### src/rtl/lanes_pkg.sv
// lanes_pkg: shared constants and helpers for the two-lane serializer/deserializer pair
// Contents:
//   DATA_WIDTH              widest parallel word carried by the lanes
//   LEN_GEN2/GEN3/GEN4      word lengths in bits for each link generation
//   gen_speed_e             encoding of the gen_speed selector
//   phase_e                 word phase, implied by the bit index
//   speed_to_len()          maps gen_speed to word length in bits
package lanes_pkg;

    localparam int DATA_WIDTH = 132;

    localparam logic [7:0] LEN_GEN2 = 8'd8;
    localparam logic [7:0] LEN_GEN3 = 8'd132;
    localparam logic [7:0] LEN_GEN4 = 8'd66;

    typedef enum logic [1:0] {
        GS_GEN2   = 2'b00,
        GS_GEN3   = 2'b01,
        GS_GEN4   = 2'b10,
        GS_GEN2_B = 2'b11
    } gen_speed_e;

    typedef enum logic {
        PH_START   = 1'b0,
        PH_COLLECT = 1'b1
    } phase_e;

    // 2'b11 is treated as the 8-bit word length, the same as 2'b00
    function automatic logic [7:0] speed_to_len(input logic [1:0] gs);
        return gs == GS_GEN3 ? LEN_GEN3 : gs == GS_GEN4 ? LEN_GEN4 : LEN_GEN2;
    endfunction

endpackage

### src/rtl/deser_lane.sv
// deser_lane: one lane's assembly register plus its registered output word
// Ports:
//   clk, rst    clock and synchronous active-high reset
//   enable      lane carries valid data this cycle; low discards the partial word
//   bit_idx     shared index of the bit sampled this cycle (0 starts a new word)
//   load        shared strobe: this cycle's bit completes the word
//   bit_in      serial input bit
//   rx_out      last completed word, zero above the word length
module deser_lane #(
    parameter int DATA_WIDTH = 132,
    parameter int CNT_W      = 8
) (
    input  logic                  clk,
    input  logic                  rst,
    input  logic                  enable,
    input  logic [CNT_W-1:0]      bit_idx,
    input  logic                  load,
    input  logic                  bit_in,
    output logic [DATA_WIDTH-1:0] rx_out
);

    logic [DATA_WIDTH-1:0] asm_q;
    logic [DATA_WIDTH-1:0] asm_nx;

    // Bit 0 starts from a clean register so bits above the word length stay zero
    always_comb begin
        asm_nx          = bit_idx == '0 ? '0 : asm_q;
        asm_nx[bit_idx] = bit_in;
    end

    // The output is loaded from asm_nx so the completed word includes the final bit
    always_ff @(posedge clk) begin
        if (rst) begin
            asm_q  <= '0;
            rx_out <= '0;
        end else begin
            asm_q <= enable ? asm_nx : '0;
            if (load)
                rx_out <= asm_nx;
        end
    end

endmodule

### src/rtl/lanes_deserializer.sv
// lanes_deserializer: two-lane LSB-first serial-to-parallel receiver with word strobe
// Ports:
//   clk, rst                  clock and synchronous active-high reset
//   enable                    lanes carry valid serial data; high on bit 0 of the first word
//   gen_speed                 word length select, latched at each word start (00/11: 8, 01: 132, 10: 66)
//   Lane_0_rx_in, Lane_1_rx_in  serial inputs, one bit per clock per lane
//   Lane_0_rx_out, Lane_1_rx_out  last completed words
//   rx_valid                  one-cycle strobe when both output words are new
//   descr_rst                 next sampled bit is bit 0 of a word (reseeds the descrambler)
//   word_cnt                  completed-word count, present only with DESER_WORD_CNT_EN
// Optional feature macro: DESER_WORD_CNT_EN
module lanes_deserializer #(
    parameter int DATA_WIDTH = lanes_pkg::DATA_WIDTH,
    parameter int CNT_W      = 8
) (
    input  logic                  clk,
    input  logic                  rst,
    input  logic                  enable,
    input  logic [1:0]            gen_speed,
    input  logic                  Lane_0_rx_in,
    input  logic                  Lane_1_rx_in,
    output logic [DATA_WIDTH-1:0] Lane_0_rx_out,
    output logic [DATA_WIDTH-1:0] Lane_1_rx_out,
    output logic                  rx_valid,
    output logic                  descr_rst
`ifdef DESER_WORD_CNT_EN
    ,
    output logic [15:0]           word_cnt
`endif
);

    import lanes_pkg::phase_e;
    import lanes_pkg::PH_START;
    import lanes_pkg::PH_COLLECT;
    import lanes_pkg::speed_to_len;

    logic [CNT_W-1:0] bit_idx, bit_idx_nx;
    logic [CNT_W-1:0] word_len, word_len_nx;
    logic             last;
    phase_e           phase;

    always_ff @(posedge clk) begin
        if (rst) begin
            bit_idx  <= '0;
            word_len <= CNT_W'(lanes_pkg::LEN_GEN2);
            rx_valid <= 1'b0;
        end else begin
            bit_idx  <= bit_idx_nx;
            word_len <= word_len_nx;
            rx_valid <= last;
        end
    end

    // word_len is only consulted in COLLECT, so the value latched at START governs the whole word
    always_comb begin
        phase       = bit_idx == '0 ? PH_START : PH_COLLECT;
        last        = enable && phase == PH_COLLECT && bit_idx == word_len - CNT_W'(1);
        word_len_nx = enable && phase == PH_START ? CNT_W'(speed_to_len(gen_speed)) : word_len;
        bit_idx_nx  = !enable || last ? '0 : bit_idx + CNT_W'(1);
        descr_rst   = phase == PH_START;
    end

`ifdef DESER_WORD_CNT_EN
    always_ff @(posedge clk) begin
        if (rst)
            word_cnt <= '0;
        else if (last)
            word_cnt <= word_cnt + 16'd1;
    end
`endif

    deser_lane #(.DATA_WIDTH(DATA_WIDTH), .CNT_W(CNT_W)) u_lane0 (
        .clk     (clk),
        .rst     (rst),
        .enable  (enable),
        .bit_idx (bit_idx),
        .load    (last),
        .bit_in  (Lane_0_rx_in),
        .rx_out  (Lane_0_rx_out)
    );

    deser_lane #(.DATA_WIDTH(DATA_WIDTH), .CNT_W(CNT_W)) u_lane1 (
        .clk     (clk),
        .rst     (rst),
        .enable  (enable),
        .bit_idx (bit_idx),
        .load    (last),
        .bit_in  (Lane_1_rx_in),
        .rx_out  (Lane_1_rx_out)
    );

endmodule

### config.mk
export PLATFORM = sky130hd
export DESIGN_NAME = lanes_deserializer
export DESIGN_NICKNAME = d
export VERILOG_FILES = /design/src/rtl/lanes_pkg.sv /design/src/rtl/deser_lane.sv /design/src/rtl/lanes_deserializer.sv
export SDC_FILE = /design/constraint.sdc
export NUM_CORES = 1
export LEC_CHECK = 0
export BUFFER_PORTS_ARGS = -buffer_cell sky130_fd_sc_hd__clkbuf_2
export CAP_MARGIN = 10
export CORE_ASPECT_RATIO = 1.1
export CORE_MARGIN = 2
export CORE_UTILIZATION = 25
export DETAILED_ROUTE_END_ITERATION = 8
export GPL_TIMING_DRIVEN = 1
export PLACE_DENSITY = 0.39
export SKIP_CTS_REPAIR_TIMING = 1
export SYNTH_ARGS = -nofsm -noshare
export SYNTH_HDL_FRONTEND = slang
export SYNTH_SLANG_ARGS = --single-unit
export TNS_END_PERCENT = 50
### constraint.sdc
create_clock -name clk -period 7 [get_ports clk]
set_input_delay 1.05 -clock clk [delete_from_list [all_inputs] [get_ports clk]]
set_output_delay 1.05 -clock clk [all_outputs]
set_load 0.005 [all_outputs]
# After elaboration in Yosys (flattened, before gate mapping)
# Index checks and enable logic that the tools add are counted.
word_totals:
  reg_bits: 545
  input_bits: 7
  out_inout_bits: 266
  word_cells: 33
op_classes:
  add_sub_neg: 2
  magnitude_cmp: 2
  eq_ne: 3
  mux: 9
  bitwise: 1
  reduce_logical: 9
op_table:
  columns: ["cell", "count"]
  rows:
  - ["132-bit bitwise mux", 2]
  - ["132-bit 2-to-1 mux", 2]
  - ["8-bit by 9-bit < comparator with 1-bit output (second input constant)", 1]
  - ["8-bit by 1-bit adder with 8-bit output (second input constant)", 1]
  - ["1-bit demux with 8-bit select", 1]
  - ["8-bit == test", 1]
  - ["8-bit by 1-bit greater-or-equal comparator with 1-bit output (second input constant)", 1]
  - ["8-bit zero test", 1]
  - ["8-bit 2-to-1 mux", 1]
  - ["8-bit by 1-bit subtractor with 8-bit output (second input constant)", 1]
  - ["7-bit 2-to-1 mux", 1]
  - ["1-bit logical AND", 4]
  - ["2-bit OR reduction", 2]
  - ["2-bit by 1-bit == test with 1-bit output (second input constant)", 1]
  - ["2-bit == test (second input constant)", 1]
  - ["1-bit 2-to-1 mux", 2]
  - ["1-bit zero test", 1]
  - ["1-bit logical OR", 1]
  - ["1-bit NOT", 1]

# Longest topological paths before layout
# Gate-level depths: netlist of the first run.
logic_depth:
  word_depth: 6
  ltp_mapped: 10
  ltp_nobuf: 8

# By module
# From an unflattened synthesis of the first run, not the netlist that was laid out.
unflattened:
  cells_unflattened: 2554
  hier_area_um2: 21804.7
modules_own_cells:
  columns: ["module", "n_inst", "cells_each", "area_per_inst_um2", "seq_area_each_um2"]
  rows:
  - ["deser_lane (u_lane0)", 1, 1236, 10527.6, 5285.1]
  - ["deser_lane (u_lane1)", 1, 1236, 10526.3, 5285.1]
  - ["lanes_deserializer", 1, 82, 750.7, 240.2]

# Worst setup path before layout of the first run
# Ideal clock, no wire load.
synth_timing:
  path_kind: "reg-to-output"
  start: "register bit_idx[0]"
  end: "output port descr_rst"
  t_arrival_ns: 1.928
  required_ns: 5.950
  slack_ns: 4.022
  path_stages_with_launch: 7
  path_buffers: 2
  cell_sequence: "dfxtp_1 inv_1 ha_1 nor3b_1 and2_1 clkbuf_1 clkbuf_1"
synth_via:
  elab_chain_len: 1
synth_rtl:
  columns: ["item", "line", "rtl"]
  rows:
  - ["start: declaration", "lanes_deserializer.sv:37", "logic [CNT_W-1:0] bit_idx, bit_idx_nx;"]
  - ["start signal: assignment", "lanes_deserializer.sv:48", "bit_idx <= bit_idx_nx;"]
  - ["8-bit zero test", "lanes_deserializer.sv:56", "phase = bit_idx == '0 ? PH_START : PH_COLLECT;"]
  - ["end: declaration", "lanes_deserializer.sv:25", "output logic descr_rst"]
# Every way passes these cells.

# Worst setup path in the final report of the first run
layout_timing:
  start: "register bit_idx[0]"
  end: "register u_lane0.rx_out[50]"
layout_via:
  elab_chain_len: 5
  elab_cells_between_ends: 12
  classes_between: "order compare: 2; eq/ne: 1; mux: 5; reduce/logical: 4"
layout_rtl:
  columns: ["item", "line", "rtl"]
  rows:
  - ["8-bit by 9-bit < comparator with 1-bit output (implied by the code) / 8-bit by 1-bit greater-or-equal comparator with 1-bit output (equally long branches)", "deser_lane.sv:28", "asm_nx[bit_idx] = bit_in;"]
  - ["1-bit logical AND (implied by the code)", "deser_lane.sv:28", null]
  - ["1-bit 2-to-1 mux (implied by the code)", "deser_lane.sv:28", null]
  - ["1-bit demux with 8-bit select", null, null]
  - ["132-bit bitwise mux", "deser_lane.sv:28", null]
  - ["end signal: assignment", "deser_lane.sv:39", "rx_out <= asm_nx;"]
  - ["end: declaration", "deser_lane.sv:19", "output logic [DATA_WIDTH-1:0] rx_out"]
# Parallel ways exist; a longest one is shown, timed or not.
# A chain may end at the register's enable or synchronous reset.

==> results of run 1 <==
[final cells by class]
class	instances	area share (%)
sequential	540	45.6
timing repair buffer	297	6.81
inverter	8	0.127
multi-input combinational	1422	32.9
clock buffer	98	8.29
tap	1035	5.46
clock inverter	16	0.833
[cells in the final DEF, fill, tap and decap left out, drive strengths merged, types with 10 or more instances in the layout]
master,count
nor2,757
dfxtp,540
clkbuf,367
a211oi,264
a22oi,243
buf,28
o21ai,17
a21oi,15
and3,14
and2,13
inv,11
nand3b,10
[worst register-to-register path: stages, from the launching register on]
cell	delay [ns]
dfxtp_1	0.46
inv_1	0.11
ha_1	0.32
nor3b_2	0.19
buf_4	0.26
a211o_1	0.38
a2111oi_4	0.82
buf_4	0.95
nor2_1	0.20
a211oi_1	0.26
[where the power goes]
group	switching [W]	total (W)	internal [W]
Clock	0.00134	0.00343	0.00209
Sequential	0.00000353	0.00308	0.00308
Combinational	0.000171	0.000214	0.0000430
[routing by layer]
layer | up-vias | routed length, microns | track usage (%)
li1 | 7992 | - | -
met2 | 363 | 31500 | 27.4
met3 | 79 | 3740 | 3.63
met1 | 7671 | 31700 | 22.1
met4 | 0 | 1660 | 5.64
met5 | - | 0 | 0
[state kept, by name, indices dropped and copies added (netlist names)]
name / cells
u_lane1.asm_q: 132
bit_idx: 8
u_lane0.rx_out: 132
word_len: 3
u_lane0.asm_q: 132
rx_valid: 1
u_lane1.rx_out: 132
[cells by family after synthesis]
family	share of synthesized area (%)
AND/OR/NAND/NOR	17.8
AO/OA/AOI/OAI	21.2
flip-flops	55.8
buffers and inverters	4.04
XOR/XNOR	0.588
adder cells (fa/ha/maj)	0.517
multiplexers	0.103
[worst min path at each step]
stage | cells after the start | to | from
after CTS | 2 | u_lane1.asm_q[16] | u_lane1.asm_q[16]
final | 2 | u_lane1.asm_q[16] | u_lane1.asm_q[16]
after floorplan | 2 | u_lane1.asm_q[8] | u_lane1.asm_q[8]
after detailed placement | 2 | u_lane1.asm_q[16] | u_lane1.asm_q[16]
after global placement | 2 | u_lane1.asm_q[4] | u_lane1.asm_q[4]
after global routing | 2 | u_lane1.asm_q[94] | u_lane1.asm_q[94]
[through the flow]
stage / setup WS, ns / util [%] / hold WS, ns / cell area, sq um / power [W]
2_1_floorplan: 4.02 / - / 0.445 / 19400 / 0.00329
3_3_place_gp: 3.13 / 27.9 / 0.465 / 21500 / 0.00336
3_5_place_dp: 3.04 / 28.0 / 0.476 / 21600 / 0.00337
4_1_cts: 2.94 / 30.8 / 0.489 / 23700 / 0.00686
5_1_grt: 2.60 / 30.8 / 0.514 / 23700 / 0.00697
6_report: 2.97 / 30.8 / 0.481 / 23700 / 0.00673
==> flow_summary.yaml, run 1 <==
run_status:
  outcome: "completed"
finish:
  fillers: 8148
  n_antenna_cell: 0
  drive_gt1_share_pct: 17.2
  multi_input_area_sq_um: 7810
  syn_to_final_growth_pct: 22.4
  final_cells: 3416
  seqCellArea_sq_um: 10800
  final_nets: 2350
sta:
  timing.slew.headroom_pct: 20.7
  fin_tns_setup_ns: 0
  period_share_pct: 57.5
  tightest_slew_ns: 1.19
  clock_skew_ns: 0.0173
  setup_violations: 0
  layout_min_cycle_time_ns: 4.03
  hold_viol_final: 0
  fmax_mhz: 248
  rsz0062_at_grt: "false"
  final-max-slew-violation-count: 0
global_routing:
  grt.overflow.total: 0
  antenna_found_initial: 0
  grt_util_all_layers_pct: 16.8
  grt_max_degree: 186
  grt_first_pass_wirelength_microns: 102000
  grt_pass1_vias: 15531
setup_path:
  worstSetupPathType: "reg -> reg"
  cp_data_arrival_time_ns: 4.52
  crit_buf_inv: 3
  crit_top_cell: "buf_4"
  cp_max_fo: 108
  cp_cell_sequence: "inv_1, ha_1, nor3b_2, buf_4, a211o_1, a2111oi_4, buf_4, nor2_1, a211oi_1"
  cp-start-kind: "flip-flop"
  cp.required_ns: 7.49
  slowest_delay_ns: 0.94
  critical-path-top-delay-family: "compound AO/OA/AOI/OAI gates"
  slowest_stage: "buf_4"
  r2r_cells: 9
  r2r_start: "bit_idx[0]"
  regToRegSetupSlack_ns: 2.97
  critPathLaunch: "bit_idx[0]"
  timing.rr.end: "u_lane0.rx_out[50]"
  path_depth: 9
  setup.worst_path.end_class: "flip-flop"
  crit_end: "u_lane0.rx_out[50]"
pwr:
  p_per_area_nw_per_um2: 284
  ir_worst_vdd_uv: 154
  p_leak_nw: 8.21
drt:
  post_drt_via_cell_ratio: 4.71
  drc_errors: 0
  drt_iter0_markers: 886
  routedWlPerCell_microns: 20.1
  via_count: 16105
  drt_pass1_iterations: 5
  wirelength_microns: 68700
  ant_nets: 0
clocking:
  clk_latency_ns: 0.59
  clk_path_buf_depth: 3
  h-tree-depth: 3
  clk_pin_slew_ns: 0.06
  numCtsBuffers: 66
  cts-root-buf: "clkbuf_16"
  clkSinkCount: 540
  cts_tree: "done"
placement:
  dpl.hpwl_microns: 42300
  place_congestion: 0.697
  port_buffers: 272
  post-place-cells: 3302
synth:
  synth_seq_area_share_pct: 55.8
  synth_ff_type: "dfxtp_1"
  synthDominantAreaCellType: "dfxtp_1"
  async_flop_share_pct: 0
  synthTopCellsByCount: "757 x nor2_1, 540 x dfxtp_1, 264 x a211oi_1"
  syn-num-nets: 2177
  yosysMostFrequentCell: "nor2_1"
  synth.area.top_cells: "dfxtp_1 56%, nor2_1 15%, a211oi_1 10%"
  synthesis.area_sq_um: 19400
  synth_top_area_share_pct: 55.8
  synth-warning-count: 0
  syn_inst: 2162
  ys_seq_elements: 540
  ys_types: 40
  synth-edff-count: 0
  avgSynthCellArea_sq_um: 8.96
hold_path:
  worstHoldPathType: "reg -> reg"
die:
  core_area_sq_um: 77100
  rows: 107
  die_y_microns: 296
  dieArea_sq_um: 79800
  ioPinCount: 273
  die_w_microns: 269
  start_util_pct: 25.1
flow_run:
  drv_cap: 0
No activity file was read; power rests on OpenSTA's default activity.
==> run 2: changes to the inputs <==
--- a/config.mk
+++ b/config.mk
@@ -12,7 +12,7 @@
 export CORE_UTILIZATION = 25
 export DETAILED_ROUTE_END_ITERATION = 8
 export GPL_TIMING_DRIVEN = 1
-export PLACE_DENSITY = 0.39
+export PLACE_DENSITY = 0.41
 export SKIP_CTS_REPAIR_TIMING = 1
 export SYNTH_ARGS = -nofsm -noshare
 export SYNTH_HDL_FRONTEND = slang
==> constraint.sdc (replaced) <==
create_clock -name clk -period 3.7 [get_ports clk]
set_input_delay 0.555 -clock clk [delete_from_list [all_inputs] [get_ports clk]]
set_output_delay 0.555 -clock clk [all_outputs]
set_load 0.005 [all_outputs]
==> run 2 against run 1 <==
  * Sequential share of layout area fell by 0.75 points
  * First-iteration DRC count rose by 10%
  * Final cell count rose by 0.79%
  * Sequential cell count did not move
  * Design area rose by 1.7%
  * Worst setup slack got worse by 2.8 ns
  * Die area did not move
  * Clock-buffer cell count fell by 6
  * Via count rose by 1.3%
  * Register-to-register slack got worse by 2.4 ns
  * Worst hold slack got worse by 0.20 ns
  * Largest power group unchanged
==> flow_summary.yaml, run 2 (synthesis results as in run 1) <==
run_status:
  outcome: "completed"
die:
  die_w_microns: 269
  dieArea_sq_um: 79800
  die_y_microns: 296
  rows: 107
  ioPinCount: 273
  core_area_sq_um: 77100
  start_util_pct: 25.1
global_routing:
  grt_max_degree: 131
  grt.overflow.total: 0
  grt_util_all_layers_pct: 16.7
  grt_pass1_vias: 15944
  grt_first_pass_wirelength_microns: 102000
  antenna_found_initial: 1
clocking:
  clk_pin_slew_ns: 0.05
  cts_tree: "done"
  clk_path_buf_depth: 3
  clk_latency_ns: 0.60
  h-tree-depth: 3
  clkSinkCount: 540
  cts-root-buf: "clkbuf_16"
  numCtsBuffers: 66
hold_path:
  hp-start: "Lane_0_rx_in"
  min_to: "u_lane0.asm_q[0]"
  worstHoldPathType: "in -> reg"
  hold_depth: 3
setup_path:
  worstSetupPathType: "reg -> out"
  cp_max_fo: 29
  r2r_cells: 9
  cp.required_ns: 3.14
  timing.rr.end: "u_lane0.rx_out[35]"
  r2r_start: "word_len[6]"
  regToRegSetupSlack_ns: 0.57
  cp-start-kind: "flip-flop"
  cp_data_arrival_time_ns: 2.93
  setup.worst_path.end_class: "output pin"
pwr:
  p_leak_nw: 8.40
  power_w: 0.0128
  p_per_area_nw_per_um2: 533
  ir_worst_vdd_uv: 237
drt:
  drt_pass1_iterations: 5
  drc_errors: 0
  wirelength_microns: 68000
  drt_iter0_markers: 978
  routedWlPerCell_microns: 19.8
  ant_nets: 0
  via_count: 16312
  post_drt_via_cell_ratio: 4.74
finish:
  syn_to_final_growth_pct: 24.5
  fillers: 8152
  drive_gt1_share_pct: 18.3
  layout_commonest_cell: "nor2_1"
  final_cell_mix: "757 x nor2_1, 540 x dfxtp_1, 269 x clkbuf_2"
  final_nets: 2375
sta:
  final-max-slew-violation-count: 0
  period_share_pct: 94.3
  clock_skew_ns: 0.0310
  setup_violations: 0
  hold_viol_final: 0
  layout_min_cycle_time_ns: 3.49
  rsz0062_at_grt: "false"
  fin_tns_setup_ns: 0
  timing.slew.headroom_pct: 26.5
  tightest_slew_ns: 1.10
  fmax_mhz: 287
placement:
  dpl.hpwl_microns: 43100
  port_buffers: 272
  place_congestion: 0.723
flow_run:
  drv_cap: 0
==> run 2: cell types whose count changed in the layout (fill, tap and decap cells not counted), sizes merged <==
cell / before / now
clkbuf: 367 / 361
diode: 0 / 1
buf: 28 / 53
clkinv: 9 / 14
bufinv: 4 / 6
==> run 2: cell type report <==
class / count / area (sq um) / area share (%)
Sequential cell: 540 / 10800 / 44.8
Multi-Input combinational cell: 1422 / 7810 / 32.4
Timing Repair Buffer: 322 / 1950 / 8.09
Clock buffer: 92 / 1930 / 8.02
Tap cell: 1035 / 1290 / 5.37
Clock inverter: 23 / 288 / 1.19
Inverter: 8 / 30.0 / 0.125
Antenna cell: 1 / 2.50 / 0.0104
==> run 2: stage by stage <==
step | setup WS, ns | area [sq um] | utilization (%) | cells | hold slack [ns]
finish | 0.210 | 24100 | 31.3 | 3443 | 0.284
global route | 0.0410 | 24100 | 31.3 | 3442 | 0.304
CTS | 0.109 | 24100 | 31.3 | 3442 | 0.251
detailed placement | 0.598 | 21900 | 28.4 | 3327 | 0.469
global placement | 0.622 | 21900 | 28.4 | 3327 | 0.465
floorplan | 1.04 | 19400 | - | 2162 | 0.445
==> run 2: worst max-delay path by stage <==
stage               startpoint            endpoint  slack [ns]  cells after the start
global route        bit_idx[7]           descr_rst        0.04                      6
global placement    bit_idx[7]  u_lane0.rx_out[69]        0.62                      8
detailed placement  bit_idx[7]  u_lane0.rx_out[69]        0.60                      8
CTS                 bit_idx[7]           descr_rst        0.11                      6
floorplan           bit_idx[0]  u_lane1.rx_out[71]        1.04                     10
finish              bit_idx[7]           descr_rst        0.21                      6
==> run 2: power breakdown <==
group	total, W	leakage (nW)	switching [W]	internal, W
Clock	0.00659	1.10	0.00252	0.00407
Combinational	0.000430	2.95	0.000329	0.000101
Sequential	0.00583	4.35	0.00000595	0.00582
==> run 2: critical path, cell delays in order (launching register included) <==
cell and delay [ns]:
dfxtp_1 0.42, buf_4 0.24, nor4_2 0.33, buf_4 0.36
and2_4 0.53, buf_12 0.28, clkbuf_2 0.15
==> run 2: metal layers <==
layer / global-route usage (%) / up-vias / part of all wire [%]
met2: 27.0 / 333 / 45
met1: 21.7 / 7848 / 47
met3: 4.46 / 95 / 6.0
li1: - / 8036 / -
met5: 0 / - / 0
met4: 5.35 / 0 / 2.3
==> run 3: changes to the inputs <==
--- a/config.mk
+++ b/config.mk
@@ -8,11 +8,11 @@
 export BUFFER_PORTS_ARGS = -buffer_cell sky130_fd_sc_hd__clkbuf_2
 export CAP_MARGIN = 10
 export CORE_ASPECT_RATIO = 1.1
-export CORE_MARGIN = 2
-export CORE_UTILIZATION = 25
+export CORE_MARGIN = 1
+export CORE_UTILIZATION = 45
 export DETAILED_ROUTE_END_ITERATION = 8
 export GPL_TIMING_DRIVEN = 1
-export PLACE_DENSITY = 0.41
+export PLACE_DENSITY = 0.63
 export SKIP_CTS_REPAIR_TIMING = 1
 export SYNTH_ARGS = -nofsm -noshare
 export SYNTH_HDL_FRONTEND = slang
==> constraint.sdc (replaced) <==
create_clock -name clk -period 3.8 [get_ports clk]
set_input_delay 0.57 -clock clk [delete_from_list [all_inputs] [get_ports clk]]
set_output_delay 0.57 -clock clk [all_outputs]
set_load 0.005 [all_outputs]
==> run 3 against run 2 <==
  * Wire length is 18% lower
  * Final cell count is 14% lower
  * Worst setup slack better by 0.30 ns
  * Total power is 12% lower
  * First-iteration DRC count is 1.5% lower
  * Highest routed layer is now met5
==> flow_summary.yaml, run 3 (synthesis results as in run 1) <==
run_status:
  outcome: "completed"
placement:
  place_congestion: 0.765
  dpl.hpwl_microns: 35000
  port_buffers: 272
  place_ws_ns: 0.753
sta:
  rsz0062_at_grt: "false"
  fin_tns_setup_ns: 0
  period_share_pct: 86.6
  holdWs_ns: 0.367
  tightest_slew_ns: 1.15
  fmax_mhz: 304
  setup_slack_ns: 0.511
  final-max-slew-violation-count: 0
  timing.slew.headroom_pct: 22.9
  hold_viol_final: 0
  setup_violations: 0
  layout_min_cycle_time_ns: 3.29
  clock_skew_ns: 0.0207
die:
  die_w_microns: 200
  core_area_sq_um: 42400
  dieArea_sq_um: 43900
  ioPinCount: 273
  rows: 79
  die_y_microns: 220
  start_util_pct: 45.7
pwr:
  ir_worst_vdd_uv: 309
  p_per_area_nw_per_um2: 494
  power_w: 0.0113
  p_leak_nw: 8.10
flow_run:
  drv_cap: 0
clocking:
  cts-root-buf: "clkbuf_16"
  clk_latency_ns: 0.60
  numCtsBuffers: 54
  clkSinkCount: 540
  h-tree-depth: 2
  cts_tree: "done"
  clk_path_buf_depth: 3
  clk_pin_slew_ns: 0.06
setup_path:
  cp_cell_sequence: "inv_1, ha_1, nor3b_2, buf_4, and2_4, clkbuf_2"
  critical-path-top-delay-family: "simple AND/OR/NAND/NOR gates"
  cp.required_ns: 3.23
  worstSetupPathType: "reg -> out"
  cp_max_fo: 29
  slowest_stage: "nor3b_2"
  setup.worst_path.end_class: "output pin"
  r2r_start: "word_len[6]"
  critPathLaunch: "bit_idx[0]"
  crit_buf_inv: 3
  slowest_delay_ns: 0.42
  cp-start-kind: "flip-flop"
  cp_data_arrival_time_ns: 2.72
drt:
  post_drt_via_cell_ratio: 5.50
  drt_pass1_iterations: 5
  via_count: 16218
  drc_errors: 0
  ant_nets: 0
  routedWlPerCell_microns: 18.9
  drt_iter0_markers: 963
  wirelength_microns: 55800
finish:
  final_nets: 2352
  drive_gt1_share_pct: 17.4
  final_cell_mix: "757 x nor2_1, 540 x dfxtp_1, 269 x clkbuf_2"
  layout_commonest_cell: "nor2_1"
  fillers: 3913
  syn_to_final_growth_pct: 18.2
  seqCellArea_sq_um: 10800
  multi_input_area_sq_um: 7810
  n_antenna_cell: 0
global_routing:
  grt_pass1_vias: 15047
  grt_first_pass_wirelength_microns: 85900
  grt_max_degree: 156
  antenna_found_initial: 1
  grt_util_all_layers_pct: 25.2
  grt.overflow.total: 0
hold_path:
  hp-start: "enable"
  worstHoldPathType: "in -> reg"
## run 3: changes by cell type in the layout (fill, tap and decap cells not counted), sizes merged
cell / change
diode: -1
clkbuf: -9
inv: -2
bufinv: -5
buf: -11
## run 3: final timing paths
| check | to | slack [ns] | cells after the start |
|---|---|---|---|
| worst min register to register | u_lane0.asm_q[128] | 0.49 | 2 |
| worst min-delay path | word_len[6] | 0.37 | 3 |
| worst max-delay path | descr_rst | 0.51 | 6 |
| worst max register to register | u_lane1.rx_out[46] | 0.72 | 9 |
## run 3: tightest hold or removal path, delay by kind of cell
kind	cells	cell delay (ns)
AOI/OAI and AO/OA	1	0.06
buffers and inverters	1	0.17
and+or+nand+nor	1	0.12
## run 3: layout make-up
| class | instances | share of cell area [%] |
|---|---|---|
| inverter | 8 | 0.131 |
| tap | 567 | 3.10 |
| clock inverter | 16 | 0.508 |
| sequential | 540 | 47.2 |
| clock buffer | 83 | 7.21 |
| timing repair buffer | 311 | 7.78 |
| multi-input combinational | 1422 | 34.1 |
## run 3: layer usage
layer	share of wire, %	GRT usage, %
met1	45	33.9
met2	45	39.2
met3	7.3	6.01
met5	0.018	0
met4	3.0	9.21
## run 3: metrics by stage
stage | cell area [sq um] | util (%) | instances
floorplan | 19400 | - | 2162
global placement | 21100 | 49.8 | 2848
detailed placement | 21100 | 49.8 | 2848
CTS | 22900 | 54.0 | 2947
global route | 22900 | 54.0 | 2947
finish | 22900 | 54.0 | 2947
## run 3: power by group
| part | total, W | leakage (nW) | switching, W | internal, W |
|---|---|---|---|---|
| clock | 0.00527 | 0.887 | 0.00222 | 0.00305 |
| sequential | 0.00567 | 4.35 | 0.00000568 | 0.00567 |
| combinational | 0.000385 | 2.87 | 0.000297 | 0.0000878 |
